$ cat src/rtl/bram_port_arbiter.sv
// bram_port_arbiter: shares one BRAM port between NREQ requesters.
// Round-robin arbitration with a combinational grant. The BRAM port controls
// are registered. Read data returns two cycles after accept, tagged with a
// one-hot rvalid. An accepted access whose address is >= MEM_SIZE is dropped,
// and err pulses for it instead.
// Optional macro BRAM_ARB_BURST_LOCK_EN: the current winner keeps priority for
// up to MAX_BURST consecutive accepts. After that it rotates to lowest priority.
module bram_port_arbiter #(
  parameter int NREQ      = 4,
  parameter int DWIDTH    = 8,
  parameter int AWIDTH    = 12,
  parameter int MEM_SIZE  = 3840,
  parameter int MAX_BURST = 4
) (
  input  logic                     clk,
  input  logic                     rst_n,
  input  logic [NREQ-1:0]          req,
  input  logic [NREQ-1:0]          we_in,
  input  logic [NREQ*AWIDTH-1:0]   addr_in,
  input  logic [NREQ*DWIDTH-1:0]   d_in,
  output logic [NREQ-1:0]          gnt,
  output logic [NREQ-1:0]          rvalid,
  output logic [DWIDTH-1:0]        rdata,
  output logic [NREQ-1:0]          err,
  output logic [AWIDTH-1:0]        bram_addr,
  output logic                     bram_ce,
  output logic                     bram_we,
  output logic [DWIDTH-1:0]        bram_d,
  input  logic [DWIDTH-1:0]        bram_q
);

  localparam int IDW = (NREQ > 1) ? $clog2(NREQ) : 1;
  localparam logic [AWIDTH:0] MEM_LIM = (AWIDTH+1)'(MEM_SIZE);

  // Reject unsupported configurations at elaboration time.
  if (NREQ < 2 || NREQ > 8 || MAX_BURST < 1) begin : g_param_check
    $error("bram_port_arbiter: unsupported parameter set");
  end

  logic [AWIDTH-1:0] addr_arr [NREQ];
  logic [DWIDTH-1:0] d_arr    [NREQ];
  logic [NREQ-1:0]   win_onehot;

  logic [IDW-1:0]    ptr_reg;
  logic [IDW-1:0]    win;
  logic [IDW-1:0]    hi_idx;
  logic [IDW-1:0]    lo_idx;
  logic              hi_found;
  logic              any_req;
  logic              accept;
  logic              in_range;
  logic              lock;

  logic              ce_reg;
  logic              we_reg;
  logic [AWIDTH-1:0] addr_reg;
  logic [DWIDTH-1:0] d_reg;
  logic [NREQ-1:0]   err_reg;
  logic              tag1_v_reg;
  logic [IDW-1:0]    tag1_id_reg;
  logic              tag2_v_reg;
  logic [IDW-1:0]    tag2_id_reg;

  // Unpack the per-requester buses. Decode the one-hot winner and the read-return tag.
  for (genvar gi = 0; gi < NREQ; gi++) begin : g_unpack
    assign addr_arr[gi]   = addr_in[gi*AWIDTH +: AWIDTH];
    assign d_arr[gi]      = d_in[gi*DWIDTH +: DWIDTH];
    assign win_onehot[gi] = (win == IDW'(gi));
    assign rvalid[gi]     = tag2_v_reg & (tag2_id_reg == IDW'(gi));
  end

`ifdef BRAM_ARB_BURST_LOCK_EN
  localparam int CW = $clog2(MAX_BURST + 1);
  logic [CW-1:0] burst_cnt_reg;
  logic [CW-1:0] burst_cnt_next;

  // The last winner keeps priority while it still requests and its run is below MAX_BURST.
  assign lock = (burst_cnt_reg != '0) && (burst_cnt_reg < CW'(MAX_BURST)) && req[ptr_reg];

  // Run length of consecutive accepts to the same requester. It restarts on a gap or a change.
  always_comb begin
    burst_cnt_next = '0;
    if (accept) begin
      burst_cnt_next = lock ? burst_cnt_reg + CW'(1) : CW'(1);
    end
  end

  // Burst counter register.
  always_ff @(posedge clk or negedge rst_n) begin
    if (!rst_n) begin
      burst_cnt_reg <= '0;
    end else begin
      burst_cnt_reg <= burst_cnt_next;
    end
  end
`else
  assign lock = 1'b0;
`endif

  // Round-robin search. The first requester above ptr wins; otherwise the lowest requester wins.
  always_comb begin
    hi_found = 1'b0;
    hi_idx   = '0;
    lo_idx   = '0;
    for (int i = NREQ - 1; i >= 0; i--) begin
      if (req[i]) begin
        lo_idx = IDW'(i);
        if (i > int'(ptr_reg)) begin
          hi_found = 1'b1;
          hi_idx   = IDW'(i);
        end
      end
    end
    any_req = |req;
    win     = hi_found ? hi_idx : lo_idx;
    if (lock) begin
      win = ptr_reg;
    end
  end

  assign gnt      = win_onehot & {NREQ{any_req & rst_n}};
  assign accept   = |(req & gnt);
  assign in_range = ({1'b0, addr_arr[win]} < MEM_LIM);

  // Issue the accepted access to the BRAM port and advance the read-tag pipeline.
  always_ff @(posedge clk or negedge rst_n) begin
    if (!rst_n) begin
      ptr_reg     <= IDW'(NREQ - 1);
      ce_reg      <= 1'b0;
      we_reg      <= 1'b0;
      addr_reg    <= '0;
      d_reg       <= '0;
      err_reg     <= '0;
      tag1_v_reg  <= 1'b0;
      tag1_id_reg <= '0;
      tag2_v_reg  <= 1'b0;
      tag2_id_reg <= '0;
    end else begin
      ce_reg      <= accept & in_range;
      we_reg      <= accept & in_range & we_in[win];
      err_reg     <= (accept && !in_range) ? gnt : '0;
      tag1_v_reg  <= accept & in_range & ~we_in[win];
      tag1_id_reg <= win;
      tag2_v_reg  <= tag1_v_reg;
      tag2_id_reg <= tag1_id_reg;
      if (accept) begin
        ptr_reg  <= win;
        addr_reg <= addr_arr[win];
        d_reg    <= d_arr[win];
      end
    end
  end

  assign bram_ce   = ce_reg;
  assign bram_we   = we_reg;
  assign bram_addr = addr_reg;
  assign bram_d    = d_reg;
  assign err       = err_reg;
  assign rdata     = tag2_v_reg ? bram_q : '0;

endmodule

$ cat config.mk
export PLATFORM = sky130hd
export DESIGN_NAME = bram_port_arbiter
export DESIGN_NICKNAME = d
export VERILOG_FILES = /design/src/rtl/bram_port_arbiter.sv
export SDC_FILE = /design/constraint.sdc
export NUM_CORES = 1
export LEC_CHECK = 0
export ABC_CLOCK_PERIOD_IN_PS = 6600
export BUFFER_PORTS_ARGS = -buffer_cell sky130_fd_sc_hd__buf_2
export CAP_MARGIN = 15
export CORE_ASPECT_RATIO = 1.5
export CORE_MARGIN = 5
export CORE_UTILIZATION = 44
export CTS_CLUSTER_SIZE = 14
export DETAILED_ROUTE_END_ITERATION = 16
export PLACE_DENSITY = 0.85
export SLEW_MARGIN = 20
export SYNTH_ARGS = -nofsm -noshare
export SYNTH_HDL_FRONTEND = slang
export SYNTH_SLANG_ARGS = --single-unit
$ cat constraint.sdc
create_clock -name clk -period 6.6 [get_ports clk]
set_input_delay 0.33 -clock clk [delete_from_list [all_inputs] [get_ports clk]]
set_output_delay 0.33 -clock clk [all_outputs]
set_load 0.1 [all_outputs]
==> load_flow_metrics.sql, run 1 <==
INSERT INTO impl_metrics (metric_group, metric, value, unit) VALUES
('die', 'initial_core_utilization', '44.57', '%'),
('worst_setup_path', 'timing.critical_path.from', 'ptr_reg[1]$_DFFE_PN1P_', ''),
('cells_and_area', 'n_antenna_cell', '0', ''),
('cells_and_area', 'most_common_cell_after_layout_fill_and_taps_aside', 'sky130_fd_sc_hd__buf_2', ''),
('synthesis', 'seq_area_frac_synth', '42.87', '%'),
('pwr', 'power.ir.vdd_worst', '162.6', 'µV'),
('cells_and_area', 'final_net_count', '503', ''),
('timing', 'rsz_0062_raised_after_global_routing', 'no', ''),
('timing', 'max_transition_viols_final', '0', ''),
('global_routing', 'total_track_usage', '19.36', '%'),
('cells_and_area', 'layout-area-overhead-vs-synth', '40.04', '%'),
('synthesis', 'yosys_register_bits', '34', ''),
('run', 'max_cap_violations', '0', ''),
('global_routing', 'grt_start_max_net_pins', '56', ''),
('die', 'rows', '30', ''),
('clock_network', 'holdBufCountCts', '0', ''),
('clock_network', 'htreeDepth', '2', ''),
('worst_setup_path', 'r2r_startpoint', 'ptr_reg[1]$_DFFE_PN1P_', ''),
('routing', 'avgRoutedWirePerCell', '12.54', 'µm'),
('worst_setup_path', 'wp_data_arrival', '3.43', 'ns'),
('global_routing', 'grt_pass1_vias', '2250', ''),
('synthesis', 'synth_nets', '377', ''),
('routing', 'drt-vias-per-instance', '5.020', ''),
('timing', 'min_period_over_period', '49.43', '%'),
('clock_network', 'clk_root_buffer_cell', 'sky130_fd_sc_hd__clkbuf_8', ''),
('clock_network', 'cts.repair.resized', '0', ''),
('die', 'num_io_pins', '140', ''),
('synthesis', 'synth.yosys.warnings', '0', ''),
('timing', 'max_slew.worst_pin.slew', '0.9949', 'ns'),
('cells_and_area', 'final_core_utilization', '62.41', '%'),
('synthesis', 'asyncSetResetFlopFracSynth', '100.0', '%'),
('status', 'outcome', 'complete, no violations', ''),
('clock_network', 'cts_inserted_buffers', '5', ''),
('die', 'chipHeight', '92.38', 'µm'),
('placement', 'placement.io_buffers', '139', ''),
('worst_setup_path', 'worstSetupStartpointType', 'flip-flop', ''),
('worst_setup_path', 'wp_data_required', '6.77', 'ns'),
('min_path', 'hold_path.class', 'primary input to async pin', ''),
('routing', 'dr_total_vias', '2279', ''),
('routing', 'dr.pass1.iters', '5', ''),
('die', 'die_width', '64.92', 'µm'),
('synthesis', 'number_of_synthesized_flops_with_an_enable_pin', '0', ''),
('routing', 'drt_iter0_markers', '107', ''),
('synthesis', 'syn-cell-area', '0.001991', 'mm²'),
('worst_setup_path', 'timing.critical_path.to_type', 'flip-flop', ''),
('routing', 'drc', '0', ''),
('placement', 'placer_congestion_estimate', '0.7777', ''),
('cells_and_area', 'layout_common_cells', 'sky130_fd_sc_hd__buf_2, sky130_fd_sc_hd__nand2_1, sky130_fd_sc_hd__nor2_1', ''),
('routing', 'detail-route-antenna-nets', '0', ''),
('synthesis', 'synth.lib_cells_used.distinct', '31', ''),
('clock_network', 'worst_skew_pair.late_latency', '0.27', 'ns'),
('worst_setup_path', 'cp.buffers_inverters', '2', ''),
('clock_network', 'maximum_clock_insertion_buffer_count', '2', ''),
('cells_and_area', 'final_layout_size_suffix_gt1_share', '37.93', '%'),
('global_routing', 'antenna_found_initial', '0', ''),
('worst_setup_path', 'cp_cell_sequence', 'and3_1 > a31oi_1 > o211ai_4 > buf_4 > inv_2 > a21oi_1 > a32o_1 > or4_1 > nor4_1', ''),
('synthesis', 'post_synth_inst_count', '279', ''),
('synthesis', 'mean_instance_size_in_the_synthesized_netlist', '7.135', 'µm²'),
('placement', 'placedInstanceArea', '0.002696', 'mm²'),
('global_routing', 'first_pass_grt_wire_length', '9315', 'µm'),
('die', 'fp.coreArea', '0.004467', 'mm²'),
('routing', 'finalWirelength', '5692', 'µm'),
('clock_network', 'tritoncts_clock_tree', 'built', ''),
('die', 'design.die.area', '0.005997', 'mm²'),
('timing', 'max_clock_freq', '0.3065', 'GHz'),
('timing', 'setup_total_negative_slack', '0', 'ns'),
('timing', 'final.setup_skew', '0.003257', 'ns'),
('worst_setup_path', 'critPathMaxStageDelay', '0.65', 'ns'),
('pwr', 'power_density', '371.0', 'mW/mm²'),
('worst_setup_path', 'timing.critical_path.slowest_stage_cell', 'sky130_fd_sc_hd__or4_1', ''),
('clock_network', 'clock-sinks', '34', '');
path summary, 6_finish.rpt:
check / endpoint / slack (ns) / cells after the start
setup / recovery: err[2]$_DFF_PN0_ / 3.34 / 9
hold / removal: bram_d[5]$_DFFE_PN0P_ / 0.12 / 1
setup reg to reg: err[2]$_DFF_PN0_ / 3.34 / 9
hold reg to reg: tag2_v_reg$_DFF_PN0_ / 0.35 / 0
max in group asynchronous: tag2_v_reg$_DFF_PN0_ / 5.98 / 1
min in group clk: tag2_v_reg$_DFF_PN0_ / 0.35 / 0
cell type report:
cell class / count / area, µm²
Clock buffer: 7 / 86.33
Clock inverter: 1 / 5.005
Fill cell: 434 / 1679
Inverter: 2 / 7.507
Multi-Input combinational cell: 221 / 1065
Sequential cell: 34 / 853.3
Tap cell: 48 / 60.06
Timing Repair Buffer: 141 / 710.7
metrics by stage:
stage | hold slack (ns) | std cells | setup WS [ns]
global route | 0.1991 | 454 | 3.039
global placement | 0.3326 | 446 | 3.427
finish | 0.1222 | 454 | 3.338
CTS | 0.1504 | 454 | 3.381
detailed placement | 0.3347 | 446 | 3.358
floorplan | 0.03441 | 279 | 2.677
cell families after synthesis:
kind of cell	Yosys count	synth area share, %
flops	34	42.87
simple gates	167	36.33
mux	1	0.5028
compound gates	53	15.27
buf+inv	24	5.028
power by group:
part	internal [µW]	switching (µW)
Sequential	255	26.1
Clock	84.0	69.5
Combinational	116	484
layer usage:
layer	vias to the layer above	wire [µm]	part of all wire [%]	GRT usage, %
met1	1002	2153	38	19.69
met2	97	2952	52	37.06
met3	8	504	8.9	4.248
met4	0	81	1.4	7.584
li1	1172	-	-	-
met5	-	0	0	0
cells in the mapped netlist, drive strengths merged (3+ instances only):
cell	count	area share, %
nor3	4	1.0
nand2	70	13
a21oi	4	1.0
o21ai	40	10
nor4	4	1.3
nand2b	3	0.94
dfrtp	32	40
buf	8	2.0
nor2	52	9.8
nand3	17	4.3
and2	8	2.5
a32o	4	2.0
clkbuf	14	2.6
No activity file was read; power rests on OpenSTA's default activity.
==> inputs of run 2 (changes only) <==
--- a/config.mk
+++ b/config.mk
@@ -5,15 +5,15 @@
 export SDC_FILE = /design/constraint.sdc
 export NUM_CORES = 1
 export LEC_CHECK = 0
-export ABC_CLOCK_PERIOD_IN_PS = 6600
+export ABC_CLOCK_PERIOD_IN_PS = 2650
 export BUFFER_PORTS_ARGS = -buffer_cell sky130_fd_sc_hd__buf_2
 export CAP_MARGIN = 15
 export CORE_ASPECT_RATIO = 1.5
 export CORE_MARGIN = 5
-export CORE_UTILIZATION = 44
+export CORE_UTILIZATION = 37
 export CTS_CLUSTER_SIZE = 14
 export DETAILED_ROUTE_END_ITERATION = 16
-export PLACE_DENSITY = 0.85
+export PLACE_DENSITY = 0.76
 export SLEW_MARGIN = 20
 export SYNTH_ARGS = -nofsm -noshare
 export SYNTH_HDL_FRONTEND = slang
==> constraint.sdc (replaced) <==
create_clock -name clk -period 2.65 [get_ports clk]
set_input_delay 0.1325 -clock clk [delete_from_list [all_inputs] [get_ports clk]]
set_output_delay 0.1325 -clock clk [all_outputs]
set_load 0.1 [all_outputs]
==> run 2 against run 1 <==
Against the previous run:
- flip-flop and latch count stayed put
- hold slack better by 0.11 ns
- sequential power is 150% higher
- core utilization is 5.3 points lower
- sequential share of layout area is 1.9 points lower
- critical path depth is 2 lower
- die area is 16% higher
- non-clock buffer count is 7 higher
- worst setup slack worse by 3.2 ns
==> load_flow_metrics.sql, run 2 (synthesis gave the netlist of run 1 again) <==
INSERT INTO impl_metrics (metric_group, metric, value, unit) VALUES
('placement', 'detailed_place_hpwl', '4917', 'µm'),
('worst_setup_path', 'timing.critical_path.slowest_stage_cell', 'sky130_fd_sc_hd__dfstp_2', ''),
('die', 'die_width', '69.89', 'µm'),
('global_routing', 'antenna_found_initial', '0', ''),
('cells_and_area', 'number_of_fill_cells_in_the_layout', '525', ''),
('worst_setup_path', 'wp_data_required', '2.52', 'ns'),
('status', 'outcome', 'complete, no violations', ''),
('timing', 'rsz_0062_raised_after_global_routing', 'no', ''),
('routing', 'avgRoutedWirePerCell', '12.82', 'µm'),
('timing', 'max_clock_freq', '0.4048', 'GHz'),
('min_path', 'whs_endpoint', 'bram_d[7]$_DFFE_PN0P_', ''),
('min_path', 'timing.hold.worst_path_depth', '5', ''),
('cells_and_area', 'final_core_utilization', '57.12', '%'),
('placement', 'placement.io_buffers', '139', ''),
('clock_network', 'htreeDepth', '2', ''),
('worst_setup_path', 'worstSetupStartpointType', 'flip-flop', ''),
('timing', 'final.setup_skew', '0.002153', 'ns'),
('placement', 'placer_congestion_estimate', '0.7819', ''),
('die', 'design.die.area', '0.006977', 'mm²'),
('worst_setup_path', 'r2r_end', 'bram_we$_DFF_PN0_', ''),
('global_routing', 'first_pass_grt_wire_length', '9832', 'µm'),
('clock_network', 'clk_root_buffer_cell', 'sky130_fd_sc_hd__clkbuf_8', ''),
('timing', 'final_hold_viol_count', '0', ''),
('worst_setup_path', 'timing.critical_path.to_type', 'output port', ''),
('routing', 'detail-route-antenna-nets', '0', ''),
('global_routing', 'use_met2', '33.65', '%'),
('global_routing', 'grt_pass1_vias', '2237', ''),
('worst_setup_path', 'ff2ff_path_depth', '8', ''),
('routing', 'finalWirelength', '6167', 'µm'),
('pwr', 'power_density', '911.5', 'mW/mm²'),
('clock_network', 'worst_skew_pair.late_latency', '0.27', 'ns'),
('timing', 'period_minus_slack', '2.471', 'ns'),
('routing', 'drc', '0', ''),
('die', 'rows', '32', ''),
('worst_setup_path', 'timing.reg2reg.setup_slack', '0.25', 'ns'),
('routing', 'drt_iter0_markers', '67', ''),
('global_routing', 'grt_remaining_overflow', '0', ''),
('global_routing', 'globalRouteMet3Util', '4.709', '%'),
('worst_setup_path', 'cp_max_fo', '22', ''),
('cells_and_area', 'final_layout_size_suffix_gt1_share', '40.44', '%'),
('worst_setup_path', 'timing.critical_path.from', 'ptr_reg[1]$_DFFE_PN1P_', ''),
('global_routing', 'grtUsageMet1', '17.14', '%'),
('worst_setup_path', 'wp_data_arrival', '2.34', 'ns'),
('global_routing', 'grt_start_max_net_pins', '56', ''),
('global_routing', 'total_track_usage', '17.06', '%'),
('die', 'initial_core_utilization', '38.25', '%'),
('pwr', 'p_leak', '0.001574', 'µW'),
('timing', 'worst_slew_margin_rel', '64.74', '%'),
('clock_network', 'cts_inserted_buffers', '5', ''),
('run', 'max_cap_violations', '0', ''),
('min_path', 'worst_min_delay_path_startpoint', 'd_in[15]', ''),
('cells_and_area', 'n_antenna_cell', '0', ''),
('timing', 'max_slew.worst_pin.slew', '0.5289', 'ns'),
('worst_setup_path', 'r2r_startpoint', 'ptr_reg[1]$_DFFE_PN1P_', ''),
('clock_network', 'cts.clk_slew.worst_paths', '0.07', 'ns'),
('routing', 'dr.pass1.iters', '4', ''),
('routing', 'dr_total_vias', '2306', ''),
('worst_setup_path', 'timing.setup.critical_path_class', 'flip-flop to output port', ''),
('pwr', 'power.ir.vdd_worst', '342.3', 'µV'),
('cells_and_area', 'layout_common_cells', 'sky130_fd_sc_hd__buf_2, sky130_fd_sc_hd__nand2_1, sky130_fd_sc_hd__nor2_1', ''),
('timing', 'final_critical_path_setup_slack', '0.1794', 'ns'),
('timing', 'min_period_over_period', '93.23', '%'),
('clock_network', 'cts.repair_timing.setup_buffer_count', '0', ''),
('cells_and_area', 'final_net_count', '510', ''),
('cells_and_area', 'layout-area-overhead-vs-synth', '49.34', '%'),
('die', 'chipHeight', '99.84', 'µm'),
('clock_network', 'tritoncts_clock_tree', 'built', ''),
('worst_setup_path', 'cp_cell_sequence', 'nand2b_1 > a21boi_0 > o21ai_4 > buf_4 > inv_1 > nor3_2 > buf_12', ''),
('die', 'fp.coreArea', '0.005205', 'mm²'),
('worst_setup_path', 'critPathMaxStageDelay', '0.59', 'ns'),
('timing', 'setup_total_negative_slack', '0', 'ns'),
('routing', 'drt-vias-per-instance', '4.794', ''),
('clock_network', 'maximum_clock_insertion_buffer_count', '2', ''),
('min_path', 'hold_path.class', 'primary input to flip-flop', ''),
('cells_and_area', 'largest_register_ff_count', '12', ''),
('global_routing', 'top_usage_layer', 'met2', ''),
('placement', 'dp_slack', '0.1653', 'ns'),
('cells_and_area', 'most_common_cell_after_layout_fill_and_taps_aside', 'sky130_fd_sc_hd__buf_2', ''),
('clock_network', 'clock-sinks', '34', ''),
('die', 'num_io_pins', '140', ''),
('timing', 'setup_viol_count_final', '0', ''),
('timing', 'max_transition_viols_final', '0', '');
run 2: changes by cell type in the layout (fill, tap and decap cells not counted), sizes merged:
cell | previous run | this run
clkinv | 1 | 0
dlygate4sd3 | 0 | 1
clkbuf | 7 | 8
buf | 141 | 147
run 2: power by group:
part	leakage [µW]	internal (µW)	switching, µW
combinational	0.00110	335	1240
sequential	0.000415	634	66.6
clock	0.0000575	262	177
run 2: through the flow:
stage          area, µm²  hold slack [ns]  instances  total power, µW
5_1_grt             2973           0.2455        481             2860
3_3_place_gp        2849           0.2257        472             2260
3_5_place_dp        2849           0.2200        472             2286
2_1_floorplan       2028          -0.1631        279             1941
4_1_cts             2969           0.2209        481             2731
6_report            2973           0.2273        481             2710
run 2: worst max-delay path by stage:
stage | to | slack, ns | cells past startpoint
final | gnt[3] | 0.18 | 7
after global routing | gnt[3] | 0.02 | 7
after CTS | bram_we$_DFF_PN0_ | 0.15 | 8
after detailed placement | bram_we$_DFF_PN0_ | 0.17 | 8
after global placement | bram_we$_DFF_PN0_ | 0.25 | 8
after floorplan | gnt[1] | -0.24 | 7
run 2: routing by layer:
metal	share of wire (%)	vias to the layer above
met2	54	99
li1	-	1188
met4	1.5	0
met1	37	1011
met3	8.2	8
met5	0	-
run 2: layout make-up:
| class | instances | area (µm²) | area share (%) |
|---|---|---|---|
| clock buffers | 8 | 110.1 | 3.704 |
| inverters | 2 | 7.507 | 0.2525 |
| multi-input cells | 221 | 1106 | 37.21 |
| flip-flops and latches | 34 | 853.3 | 28.70 |
| well taps | 68 | 85.08 | 2.862 |
| repair buffers | 148 | 810.8 | 27.27 |
run 2: critical path, delay by kind of cell (launching register included):
kind	cells	cell delay [ns]
flip-flops	1	0.59
buffers and inverters	3	0.67
AO/OA/AOI/OAI	2	0.41
AND/OR/NAND/NOR	2	0.39
run 2: what timing repair did:
item / 4_1_cts / 5_1_grt
hold endpoints to repair: 32 / 0
gates resized for setup: 0 / 1
setup endpoints to repair: 0 / 5
hold buffers: 1 / 0
